File: src/rtl/axi4s_vid_out_lite.sv
// AXI4-Stream video to native video output: pixel FIFO plus SOF/frame-start alignment FSM.
// Optional saturating underflow counter port when VID_OUT_UNDERFLOW_CNT_EN is defined.
module axi4s_vid_out_lite #(
  parameter int DATA_WIDTH     = 16,
  parameter int FIFO_ADDR_BITS = 5
) (
  input  logic                  aclk,
  input  logic                  aresetn,
  input  logic                  aclken,
  input  logic                  enable,
  input  logic [DATA_WIDTH-1:0] s_axis_video_tdata,
  input  logic                  s_axis_video_tvalid,
  output logic                  s_axis_video_tready,
  input  logic                  s_axis_video_tuser,
  input  logic                  s_axis_video_tlast,
  input  logic                  vtg_active_video,
  input  logic                  vtg_hsync,
  input  logic                  vtg_vsync,
  input  logic                  vtg_hblank,
  input  logic                  vtg_vblank,
  output logic                  vid_de,
  output logic                  vid_hsync,
  output logic                  vid_vsync,
  output logic                  vid_hblank,
  output logic                  vid_vblank,
  output logic [DATA_WIDTH-1:0] vid_data,
  output logic                  locked,
  output logic                  underflow
`ifdef VID_OUT_UNDERFLOW_CNT_EN
  ,
  output logic [15:0]           underflow_cnt
`endif
);

  localparam int unsigned EW    = DATA_WIDTH + 2;
  localparam int unsigned DEPTH = 1 << FIFO_ADDR_BITS;

  localparam logic [1:0] ST_IDLE    = 2'd0;
  localparam logic [1:0] ST_FLUSH   = 2'd1;
  localparam logic [1:0] ST_WAIT_FS = 2'd2;
  localparam logic [1:0] ST_LOCKED  = 2'd3;

  logic [EW-1:0]           mem_q [DEPTH];
  logic [FIFO_ADDR_BITS:0] wr_ptr_q, wr_ptr_d;
  logic [FIFO_ADDR_BITS:0] rd_ptr_q, rd_ptr_d;
  logic [1:0]              state_q, state_d;
  logic                    first_q, first_d;
  logic                    vblank_prev_q, vblank_prev_d;
  logic [4:0]              tim_q, tim_d;
  logic [DATA_WIDTH-1:0]   data_q, data_d;
  logic                    underflow_q, underflow_d;

  logic                      empty, full, push, pop, fs;
  logic                      head_sof;
  logic [DATA_WIDTH-1:0]     head_pix;
  logic [FIFO_ADDR_BITS-1:0] rd_idx, wr_idx;

  assign rd_idx   = rd_ptr_q[FIFO_ADDR_BITS-1:0];
  assign wr_idx   = wr_ptr_q[FIFO_ADDR_BITS-1:0];
  assign head_sof = mem_q[rd_idx][EW-1];
  assign head_pix = mem_q[rd_idx][DATA_WIDTH-1:0];

  assign empty = (wr_ptr_q == rd_ptr_q);
  assign full  = (wr_ptr_q[FIFO_ADDR_BITS] != rd_ptr_q[FIFO_ADDR_BITS]) &&
                 (wr_idx == rd_idx);

  assign s_axis_video_tready = aresetn & enable & ~full;
  assign push = s_axis_video_tvalid & s_axis_video_tready & aclken;
  assign fs   = vblank_prev_q & ~vtg_vblank;

  always_comb begin
    state_d       = state_q;
    first_d       = first_q;
    pop           = 1'b0;
    data_d        = '0;
    underflow_d   = 1'b0;
    vblank_prev_d = vtg_vblank;
    tim_d         = {vtg_active_video, vtg_hsync, vtg_vsync, vtg_hblank, vtg_vblank};

    case (state_q)
      ST_IDLE: state_d = ST_FLUSH;
      ST_FLUSH: begin
        if (!empty) begin
          if (head_sof) state_d = ST_WAIT_FS;
          else          pop     = 1'b1;
        end
      end
      ST_WAIT_FS: begin
        if (fs) begin
          state_d = ST_LOCKED;
          first_d = 1'b1;
        end
      end
      ST_LOCKED: begin
        if (fs) begin
          first_d = 1'b1;
        end else if (vtg_active_video) begin
          if (empty) begin
            underflow_d = 1'b1;
            state_d     = ST_FLUSH;
          end else if (first_q != head_sof) begin
            // Misplaced SOF stays at the head so FLUSH relocks on it; a missing SOF is dropped.
            state_d = ST_FLUSH;
            pop     = ~head_sof;
          end else begin
            pop     = 1'b1;
            data_d  = head_pix;
            first_d = 1'b0;
          end
        end
      end
      default: state_d = ST_IDLE;
    endcase

    if (!enable) begin
      state_d     = ST_IDLE;
      pop         = 1'b0;
      data_d      = '0;
      underflow_d = 1'b0;
    end

    wr_ptr_d = enable ? wr_ptr_q + {{FIFO_ADDR_BITS{1'b0}}, push} : '0;
    rd_ptr_d = enable ? rd_ptr_q + {{FIFO_ADDR_BITS{1'b0}}, pop}  : '0;
  end

  always_ff @(posedge aclk) begin
    if (push) begin
      mem_q[wr_idx] <= {s_axis_video_tuser, s_axis_video_tlast, s_axis_video_tdata};
    end
  end

  always_ff @(posedge aclk) begin
    if (!aresetn) begin
      state_q       <= ST_IDLE;
      wr_ptr_q      <= '0;
      rd_ptr_q      <= '0;
      first_q       <= 1'b0;
      vblank_prev_q <= 1'b0;
      tim_q         <= '0;
      data_q        <= '0;
      underflow_q   <= 1'b0;
    end else if (aclken) begin
      state_q       <= state_d;
      wr_ptr_q      <= wr_ptr_d;
      rd_ptr_q      <= rd_ptr_d;
      first_q       <= first_d;
      vblank_prev_q <= vblank_prev_d;
      tim_q         <= tim_d;
      data_q        <= data_d;
      underflow_q   <= underflow_d;
    end
  end

  assign {vid_de, vid_hsync, vid_vsync, vid_hblank, vid_vblank} = tim_q;
  assign vid_data  = data_q;
  assign locked    = (state_q == ST_LOCKED);
  assign underflow = underflow_q;

`ifdef VID_OUT_UNDERFLOW_CNT_EN
  logic [15:0] ucnt_q, ucnt_d;

  always_comb begin
    ucnt_d = ucnt_q;
    if (!enable)                          ucnt_d = '0;
    else if (underflow_d && ucnt_q != '1) ucnt_d = ucnt_q + 16'd1;
  end

  always_ff @(posedge aclk) begin
    if (!aresetn)    ucnt_q <= '0;
    else if (aclken) ucnt_q <= ucnt_d;
  end

  assign underflow_cnt = ucnt_q;
`endif

endmodule

File: config.mk
export PLATFORM = sky130hd
export DESIGN_NAME = axi4s_vid_out_lite
export DESIGN_NICKNAME = d
export VERILOG_FILES = /design/src/rtl/axi4s_vid_out_lite.sv
export SDC_FILE = /design/constraint.sdc
export NUM_CORES = 1
export LEC_CHECK = 0
export CAP_MARGIN = 20
export CORE_MARGIN = 5
export CORE_UTILIZATION = 45
export DETAILED_ROUTE_END_ITERATION = 12
export PLACE_DENSITY_LB_ADDON = 0.2
export SETUP_SLACK_MARGIN = 0.1
export SYNTH_ARGS = -nofsm -noshare
export SYNTH_HDL_FRONTEND = slang
export SYNTH_SLANG_ARGS = --single-unit
File: constraint.sdc
create_clock -name aclk -period 3 [get_ports aclk]
set_input_delay 0.75 -clock aclk [delete_from_list [all_inputs] [get_ports aclk]]
set_output_delay 0.75 -clock aclk [all_outputs]
set_load 0.005 [all_outputs]
==> flow_summary.toml, run 1 <==
[critical_path]
slowest_stage = "o311ai_0"
max_stage_delay_ns = 0.40
reg2regPathDepth = 12
critical_path_arrival_ns = 3.33
critPathRequiredTime_ns = 3.52
cp_max_fo = 4
critPathCaptureType = "flop"
r2r-end = "state_q[1]$_SDFFE_PN0P_"
start_kind = "flop"
path_cells = "buf_4, mux2i_1, a21oi_1, nand3_1, and4_1, inv_1, ha_1, o311ai_0, a31oi_1, nand3b_1, a211o_1, o211ai_1"
r2r_slack_ns = 0.19
worstSetupPathType = "reg2reg"

[floorplanning]
fp.coreArea_um2 = 49900
die_w_um = 234
io_pins = 52
die_h_um = 234
dieArea_um2 = 54700
rows = 82
start_util = 0.452

[global_routing]
grt_max_degree = 43
grt_pass1_vias = 11100
grt_pass1_wl_um = 73300
grt.overflow.total = 0
antenna_found_initial = 0
grtUsageTotal = 0.184

[synth]
yosysTopAreaCellShare = 0.725
syn_inst = 1044
yosysSeqAreaShare = 0.762
synth_nets = 1080
yosys.area.top_type = "edfxtp_1"
yosysUniqueCellTypes = 39
syn_avg_cell_area_um2 = 21.6
ys_warn_count = 0
yosys-top-cells-area = "edfxtp_1 (72%), mux4_2 (16%), dfxtp_1 (3.7%)"
synth.cell_area_um2 = 22500
ys_ff_latch = 586

[hold_path]
whs_path_depth = 2
worst_hold_path.endpoint = "vid_data[1]$_SDFFE_PN0P_"
holdCritStartpoint = "vid_data[1]$_SDFFE_PN0P_"
hold_class = "reg2reg"

[clock_network]
cts_sinks = 586
root_buffer = "clkbuf_16"
cts.reportedPaths.clkPinSlew_ns = 0.06
clockBufferDepth = 3
h-tree-depth = 2
cts-buffers-inserted = 59
clock_latency_ns = 0.61
cts_tree = "yes"

[status]
status = "completed"

[timing]
setup_tns_ns = 0
relSlewSlack = 0.563
fmax_mhz = 356
fin_crit_sh = 0.937
skew_ns = 0.0196
drv_slew = 0
rsz0062_at_grt = "true"
hold_violations = 0
min_period_ns = 2.81
finalSetupViolCount = 0
worst_pin_slew_ns = 0.655

[place]
dpl.hpwl_um = 30100
routabilityCongestion = 0.806
placed_cells = 1824
io_buffers = 50
placed_area_um2 = 24900

[drt]
avgViaCountPerCell = 5.58
firstDrtPassIters = 5
drcViolationCount = 0
ant_nets = 0
wl_um = 49300
wl_per_cell_um = 25.5
initialDrtViolationCount = 967
via_count = 10800

[power]
vdd_drop_max_mv = 0.450
leakagePower_nw = 8.29
powerDensity_nw_per_um2 = 590

[layout]
antenna_cells = 0
nNetsFinal = 1253
stdcell_count = 1931
fin_area_um2 = 26700
area.growth.synth_to_final_pct = 18.7
drive_gt1_frac = 0.316

[job]
cap_violations = 0
[sequential cells by signal, indices dropped and copies added (netlist names), named ones only]
signal,cells
vid_data,16
state_q,2
rd_ptr_q,6
tim_q,5
underflow,1
first_q,1
wr_ptr_q,6
mem_q,544
[layout by cell type, fill, tap and decap left out, types with 7 or more instances in the layout]
cell             instances
edfxtp_1               544
mux4_2                 160
buf_4                   82
clkbuf_16               59
nand2_1                 50
clkdlybuf4s50_1         49
dfxtp_1                 33
buf_12                  33
nor2_2                  32
mux2i_1                 22
a22oi_1                 20
clkinv_1                16
clkbuf_1                15
nand3_1                 13
nor2_1                  11
xor2_1                  10
ha_1                     8
inv_1                    7
a21oi_1                  7
nand2b_1                 7
clkinv_2                 7
[synth_stat cells (all sizes together)]
| cell | n |
|---|---|
| a31oi | 2 |
| nand3 | 13 |
| buf | 30 |
| inv | 7 |
| edfxtp | 544 |
| a211oi | 2 |
| nor3 | 4 |
| nor2b | 8 |
| nand2 | 50 |
| or3 | 4 |
| o211ai | 2 |
| o21ai | 3 |
| mux2i | 22 |
| a21boi | 6 |
| and4 | 1 |
| dfxtp | 42 |
| a211o | 1 |
| nor4b | 2 |
| nand4b | 1 |
| nand2b | 7 |
| and2 | 3 |
| o31ai | 2 |
| xor2 | 12 |
| nand3b | 5 |
| or2 | 1 |
| and3 | 1 |
| a21oi | 7 |
| clkbuf | 23 |
| nor2 | 43 |
| ha | 8 |
| mux4 | 160 |
| o311ai | 1 |
| a22oi | 20 |
| nand4 | 5 |
| or3b | 2 |
[power by group]
| part | internal (mW) | leakage [nW] | switching, mW | total (mW) |
|---|---|---|---|---|
| logic | 0.0892 | 2.22 | 0.166 | 0.255 |
| registers | 8.93 | 5.23 | 0.00576 | 8.93 |
| clock network | 3.66 | 0.833 | 2.92 | 6.58 |
| total | 12.7 | 8.29 | 3.09 | 15.8 |
[per-layer routing]
metal	wire, µm	GRT usage	part of all wire
met1	21700	0.269	0.44
met2	23700	0.292	0.48
met3	2800	0.0301	0.057
met4	1080	0.0496	0.022
met5	0	0	0
[worst max path at each step]
stage,endpoint,slack (ns),depth (start not counted)
floorplan,mem_q[12][0]$_DFFE_PP_,-0.15,8
global placement,mem_q[12][11]$_DFFE_PP_,-0.07,8
detailed placement,mem_q[12][4]$_DFFE_PP_,-0.03,8
CTS,s_axis_video_tready,0.1,5
global route,rd_ptr_q[5]$_SDFFE_PN0P_,0.04,13
finish,state_q[1]$_SDFFE_PN0P_,0.19,12
[per-stage QoR]
| step | util | power, mW | setup slack, ns | hold slack [ns] |
|---|---|---|---|---|
| CTS | 0.536 | 15.9 | 0.0977 | 0.443 |
| detailed placement | 0.500 | 9.36 | -0.0266 | 0.430 |
| floorplan | - | 9.17 | -0.155 | 0.435 |
| global route | 0.536 | 16.3 | 0.0387 | 0.462 |
| global placement | 0.500 | 9.35 | -0.0658 | 0.431 |
| finish | 0.536 | 15.8 | 0.189 | 0.442 |
[layout make-up]
type | count | area, µm²
clock inverter | 26 | 131
inverter | 7 | 26.3
sequential | 586 | 17200
tap | 672 | 841
timing repair buffer | 165 | 1780
multi-input combinational | 398 | 5200
clock buffer | 77 | 1570
fill | 3898 | 23100
[timing repair]
item / CTS / global route
setup endpoints to repair: 3 / 5
pin swaps: 1 / 2
gates resized for setup: 5 / 9
setup buffers: 3 / 1
hold buffers: 0 / 0
[kinds of logic (layout without fill, tap and decap cells)]
group           Yosys count  after routing  share of synthesized area
mux                     182            182                      0.170
simple gates            150            150                     0.0319
compound gates           46             46                     0.0142
flops                   586            586                      0.762
fa+ha+maj                 8              8                    0.00444
buf+inv                  60            275                     0.0130
xor+xnor                 12             12                    0.00466
[worst max-delay path: cells and delay by family, from the launching register on]
| family | cells | cell delay, ns |
|---|---|---|
| AO/OA/AOI/OAI | 5 | 0.97 |
| adder cells (fa/ha/maj) | 1 | 0.31 |
| buffers and inverters | 2 | 0.23 |
| flip-flops | 1 | 0.38 |
| multiplexers | 1 | 0.27 |
| AND/OR/NAND/NOR | 3 | 0.57 |
Power figures use the tool's default switching activity.
==> run 2: changes to the inputs <==
--- a/config.mk
+++ b/config.mk
@@ -5,11 +5,13 @@
 export SDC_FILE = /design/constraint.sdc
 export NUM_CORES = 1
 export LEC_CHECK = 0
+export ABC_AREA = 1
 export CAP_MARGIN = 20
 export CORE_MARGIN = 5
 export CORE_UTILIZATION = 45
 export DETAILED_ROUTE_END_ITERATION = 12
 export PLACE_DENSITY_LB_ADDON = 0.2
+export RECOVER_POWER = 25
 export SETUP_SLACK_MARGIN = 0.1
 export SYNTH_ARGS = -nofsm -noshare
 export SYNTH_HDL_FRONTEND = slang
==> flow_summary.toml, run 2 <==
[power]
vdd_drop_max_mv = 0.543
p_switching_mw = 3.37
seqPwrFrac = 0.520
pwr-share-clk = 0.464
p_int_mw = 13.8
sw_frac_of_total = 0.196
finalPower_mw = 17.2
pwr-share-comb = 0.016
leakagePower_nw = 9.89
powerDensity_nw_per_um2 = 615

[clock_network]
cts.reportedPaths.clkPinSlew_ns = 0.06
cts_tree = "yes"
cts-buffers-inserted = 59
h-tree-depth = 2
clockBufferDepth = 3
root_buffer = "clkbuf_16"
clock_latency_ns = 0.64
hold_buffers = 0
cts_sinks = 586

[place]
dpl.hpwl_um = 34200
io_buffers = 50
routabilityCongestion = 0.823
placed_cells = 2686
placed_area_um2 = 25500

[floorplanning]
die_h_um = 239
start_util = 0.452
rows = 84
die_w_um = 239
fp.coreArea_um2 = 52200
io_pins = 52
dieArea_um2 = 57200

[job]
cap_violations = 4

[layout]
area.growth.synth_to_final_pct = 18.2
stdcell_count = 2815
final_cell_mix = "nand2_1 (571), edfxtp_1 (544), nand3_1 (310)"
final_common_cell = "nand2_1"
fin_area_um2 = 27900
top_register = "mem_q"
antenna_cells = 0
n_fill_cell = 4390
drive_gt1_frac = 0.138
fin_util = 0.534
largest_reg_flops = 544
nNetsFinal = 2112

[drt]
firstDrtPassIters = 5
initialDrtViolationCount = 1316
ant_nets = 0
via_count = 15600
wl_um = 60800
wl_per_cell_um = 21.6
avgViaCountPerCell = 5.56
drcViolationCount = 0

[global_routing]
grt_max_degree = 183
antenna_found_initial = 0
grt_pass1_vias = 15000
grtUsageTotal = 0.208
grt.overflow.total = 0
grt_pass1_wl_um = 90800

[status]
status = "finished with violations"
violations = "capacitance limit, slew limit"

[synth]
ys_warn_count = 0
async_flop_share = 0
yosysTopAreaCellShare = 0.692
yosys.cell_count.top_type = "nand2_1"
ys.flop_type = "edfxtp_1"
synth_commonest_cells = "nand2_1 (574), edfxtp_1 (544), nand3_1 (316)"
syn_inst = 1966
synth_edf_count = 544
yosysSeqAreaShare = 0.727
yosys-top-cells-area = "edfxtp_1 (69%), nand2_1 (9.1%), nand3_1 (6.7%)"
synth.cell_area_um2 = 23600
synth_nets = 2002
ys_ff_latch = 586
yosys.area.top_type = "edfxtp_1"
yosysUniqueCellTypes = 38
syn_avg_cell_area_um2 = 12.0

[critical_path]
path_cells = "buf_6, buf_4, nand2_1, nand3_1, nand3_1, nand2_1, nand2_1, nand3_2, nand2_4, inv_2, ha_4, nor4_4, a21oi_1, nor2_1, ha_2, nand4_1, nor2_1, inv_1, nor2_2, o21ai_1, a21oi_1"
path_delay_family = "simple AND/OR/NAND/NOR gates"
start_kind = "flop"
critical_path_arrival_ns = 3.28
cp.buffers_inverters = 4
worstSetupPathType = "reg2reg"
cp_common_cell = "nand2_1"
max_stage_delay_ns = 0.38
slowest_stage = "dfxtp_4"
critPathCaptureType = "flop"
cp_max_fo = 5
critPathRequiredTime_ns = 3.55

[timing]
skew_ns = 0.0273
relSlewSlack = -0.0412
worst_pin_slew_ns = 1.56
setup_tns_ns = 0
fmax_mhz = 366
fin_crit_sh = 0.910
hold_violations = 0
drv_slew = 132
rsz0062_at_grt = "false"
min_period_ns = 2.73
finalSetupViolCount = 0

[hold_path]
holdCritStartpoint = "vid_data[0]$_SDFFE_PN0P_"
hold_class = "reg2reg"
## run 2: cell count changes in the layout (fill, tap and decap cells not counted), sizes merged, moves of 22 or more
cell,delta
nand2,+530
nand3,+310
mux4,-160
a21oi,+143
a22oi,+38
inv,+24
mux2i,-22
## run 2: logic make-up after synthesis
kind of cell	count (synthesis)	synth area share
flip-flops	586	0.727
XOR/XNOR	4	0.00148
AND/OR/NAND/NOR	977	0.179
buffers and inverters	154	0.0302
AO/OA/AOI/OAI	237	0.0580
adder cells (fa/ha/maj)	8	0.00424
## run 2: worst paths after layout
check,end,slack (ns),cells past startpoint
hold reg to reg,vid_data[0]$_SDFFE_PN0P_,0.47,2
setup / recovery,rd_ptr_q[5]$_SDFFE_PN0P_,0.27,21
setup reg to reg,rd_ptr_q[5]$_SDFFE_PN0P_,0.27,21
hold / removal,vid_data[0]$_SDFFE_PN0P_,0.47,2
## run 2: layout make-up
| class | instances | area [µm²] | area share |
|---|---|---|---|
| clock buffer | 65 | 1520 | 0.0545 |
| clock inverter | 47 | 611 | 0.0219 |
| inverter | 31 | 141 | 0.00507 |
| multi-input combinational | 1226 | 5910 | 0.212 |
| sequential | 586 | 17200 | 0.616 |
| tap | 688 | 861 | 0.0308 |
| timing repair buffer | 170 | 1650 | 0.0593 |
| timing repair inverter | 2 | 17.5 | 0.000628 |
## run 2: routing by layer
metal	vias to the layer above	share of wire	global-route usage
met2	546	0.47	0.338
li1	7252	-	-
met3	116	0.068	0.0354
met5	-	0	0
met4	0	0.033	0.0712
met1	7727	0.43	0.287
## run 2: timing repair
item                       in CTS  in global routing
pin swaps                       2                 18
setup endpoints to repair       6                 10
cloned                          0                  2
buffers inserted                5                 10
gates resized for setup        10                 34
## run 2: worst register-to-register path, cell delays in order, from the launching register on
cell and delay (ns):
dfxtp_4 0.38, buf_6 0.14, buf_4 0.13, nand2_1 0.06
nand3_1 0.08, nand3_1 0.09, nand2_1 0.06, nand2_1 0.07
nand3_2 0.10, nand2_4 0.11, inv_2 0.06, ha_4 0.16
nor4_4 0.19, a21oi_1 0.06, nor2_1 0.15, ha_2 0.22
nand4_1 0.11, nor2_1 0.12, inv_1 0.07, nor2_2 0.12
o21ai_1 0.08, a21oi_1 0.11
## run 2: power groups by stage
stage               Sequential, mW  Combinational, mW  Clock [mW]
CTS                           8.93              0.281        8.07
global placement              9.11              0.270           0
finish                        8.94              0.273        7.97
detailed placement            9.11              0.279           0
floorplan                     9.11             0.0676           0
global route                  8.93              0.297        8.43
## run 2: metrics by stage
step,hold slack [ns],setup WS [ns]
3_5_place_dp,0.455,-0.0306
2_1_floorplan,0.438,0.436
4_1_cts,0.469,0.0558
3_3_place_gp,0.450,0.0358
5_1_grt,0.494,0.0500
6_report,0.465,0.271
==> run 3: changes to the inputs <==
--- a/config.mk
+++ b/config.mk
@@ -13,6 +13,7 @@
 export PLACE_DENSITY_LB_ADDON = 0.2
 export RECOVER_POWER = 25
 export SETUP_SLACK_MARGIN = 0.1
+export SKIP_CTS_REPAIR_TIMING = 1
 export SYNTH_ARGS = -nofsm -noshare
 export SYNTH_HDL_FRONTEND = slang
 export SYNTH_SLANG_ARGS = --single-unit
==> flow_summary.toml, run 3 (synthesized netlist as in run 2, its figures left out) <==
[status]
status = "finished with violations"
violations = "capacitance limit, slew limit"

[layout]
antenna_cells = 0
stdcell_count = 2809
fin_area_um2 = 27800
top_register = "mem_q"
area.growth.synth_to_final_pct = 17.7
final_cell_mix = "nand2_1 (573), edfxtp_1 (544), nand3_1 (314)"
n_fill_cell = 4400
drive_gt1_frac = 0.132
nNetsFinal = 2106
final_common_cell = "nand2_1"
largest_reg_flops = 544

[drt]
drcViolationCount = 0
dr_wl_met2_um = 28500
wl_met1_um = 26000
wl_met3_um = 3820
initialDrtViolationCount = 1349
top_layer_used = "met4"
firstDrtPassIters = 5
wl_um = 60300
avgViaCountPerCell = 5.53
wl_per_cell_um = 21.5
via_count = 15500
ant_nets = 0

[power]
leakagePower_nw = 9.85
vdd_drop_max_mv = 0.542
powerDensity_nw_per_um2 = 618

[place]
routabilityCongestion = 0.823
post-place-ws_ns = -0.0306
placed_cells = 2686
io_buffers = 50
dpl.hpwl_um = 34200
placed_area_um2 = 25500

[clock_network]
root_buffer = "clkbuf_16"
cts_sinks = 586
h-tree-depth = 2
clockBufferDepth = 3
cts-buffers-inserted = 59
cts_tree = "yes"
clock_latency_ns = 0.64
cts.reportedPaths.clkPinSlew_ns = 0.06

[job]
cap_violations = 5

[global_routing]
antenna_found_initial = 0
grt_pass1_vias = 15000
grtUsageTotal = 0.208
grt_pass1_wl_um = 90600
grt.overflow.total = 0
grt_max_degree = 183

[timing]
min_period_ns = 2.82
worst_slack_ns = 0.176
skew_ns = 0.0272
rsz0062_at_grt = "true"
hold_violations = 0
drv_slew = 165
whs_ns = 0.466
worst_pin_slew_ns = 1.55
finalSetupViolCount = 0
fin_crit_sh = 0.941
fmax_mhz = 354
relSlewSlack = -0.0325

[critical_path]
reg2regPathDepth = 15
start_kind = "flop"
critPathRequiredTime_ns = 3.53
r2r_slack_ns = 0.18
critical_path_arrival_ns = 3.36
worstSetupPathType = "reg2reg"
critPathCaptureType = "flop"
cp_max_fo = 4

[floorplanning]
die_h_um = 239
fp.coreArea_um2 = 52200
start_util = 0.452
dieArea_um2 = 57200
io_pins = 52
rows = 84
die_w_um = 239

[hold_path]
holdCritStartpoint = "vid_data[0]$_SDFFE_PN0P_"
worst_hold_path.endpoint = "vid_data[0]$_SDFFE_PN0P_"
whs_path_depth = 2
hold_class = "reg2reg"
-- run 3: worst max path at each step --
stage                             startpoint                        to  slack (ns)  depth (start not counted)
floorplan                            aresetn    mem_q[11][0]$_DFFE_PP_        0.44                          5
global placement                        flop  rd_ptr_q[5]$_SDFFE_PN0P_        0.04                         20
detailed placement                      flop                      flop       -0.03                         19
CTS                 wr_ptr_q[0]$_SDFFE_PN0P_       s_axis_video_tready       -0.19                         10
global route                            flop                      flop        0.03                         19
finish                                  flop                      flop        0.18                         15
-- run 3: per-stage QoR --
step	power, mW	setup TNS (ns)	util
2_1_floorplan	9.18	0	-
3_3_place_gp	9.38	0	0.489
3_5_place_dp	9.39	-0.0611	0.489
4_1_cts	17.3	-0.344	0.530
5_1_grt	17.7	0	0.532
6_report	17.2	0	0.532
-- run 3: layer usage --
metal,vias to the layer above,track usage
met3,107,0.0347
met1,7671,0.287
met4,0,0.0712
li1,7240,-
met2,526,0.337
met5,-,0
-- run 3: final cells by class --
cell class                 count  area, µm²  share of cell area
clock buffer                  65       1520              0.0547
clock inverter                47        611              0.0220
inverter                      31        136             0.00491
multi-input combinational   1226       5860               0.211
sequential                   586      17200               0.619
tap                          688        861              0.0310
timing repair buffer         166       1610              0.0580
-- run 3: power by group --
| group | switching, mW | internal [mW] | total (mW) |
|---|---|---|---|
| clock | 3.17 | 4.80 | 7.97 |
| combinational | 0.195 | 0.0765 | 0.271 |
| sequential | 0.00665 | 8.93 | 8.94 |
| total | 3.37 | 13.8 | 17.2 |
-- run 3: critical path: stages (launching register included) --
cell and delay (ns):
dfxtp_1 0.58, clkinv_1 0.26, nand2_1 0.12, nand3_1 0.11, nand2_4 0.12, inv_1 0.06
ha_1 0.19, nor4_2 0.21, a21oi_1 0.06, nor2_1 0.16, ha_2 0.20, ha_2 0.18
nand3_2 0.10, inv_1 0.10, a21oi_1 0.09, nor3_2 0.19
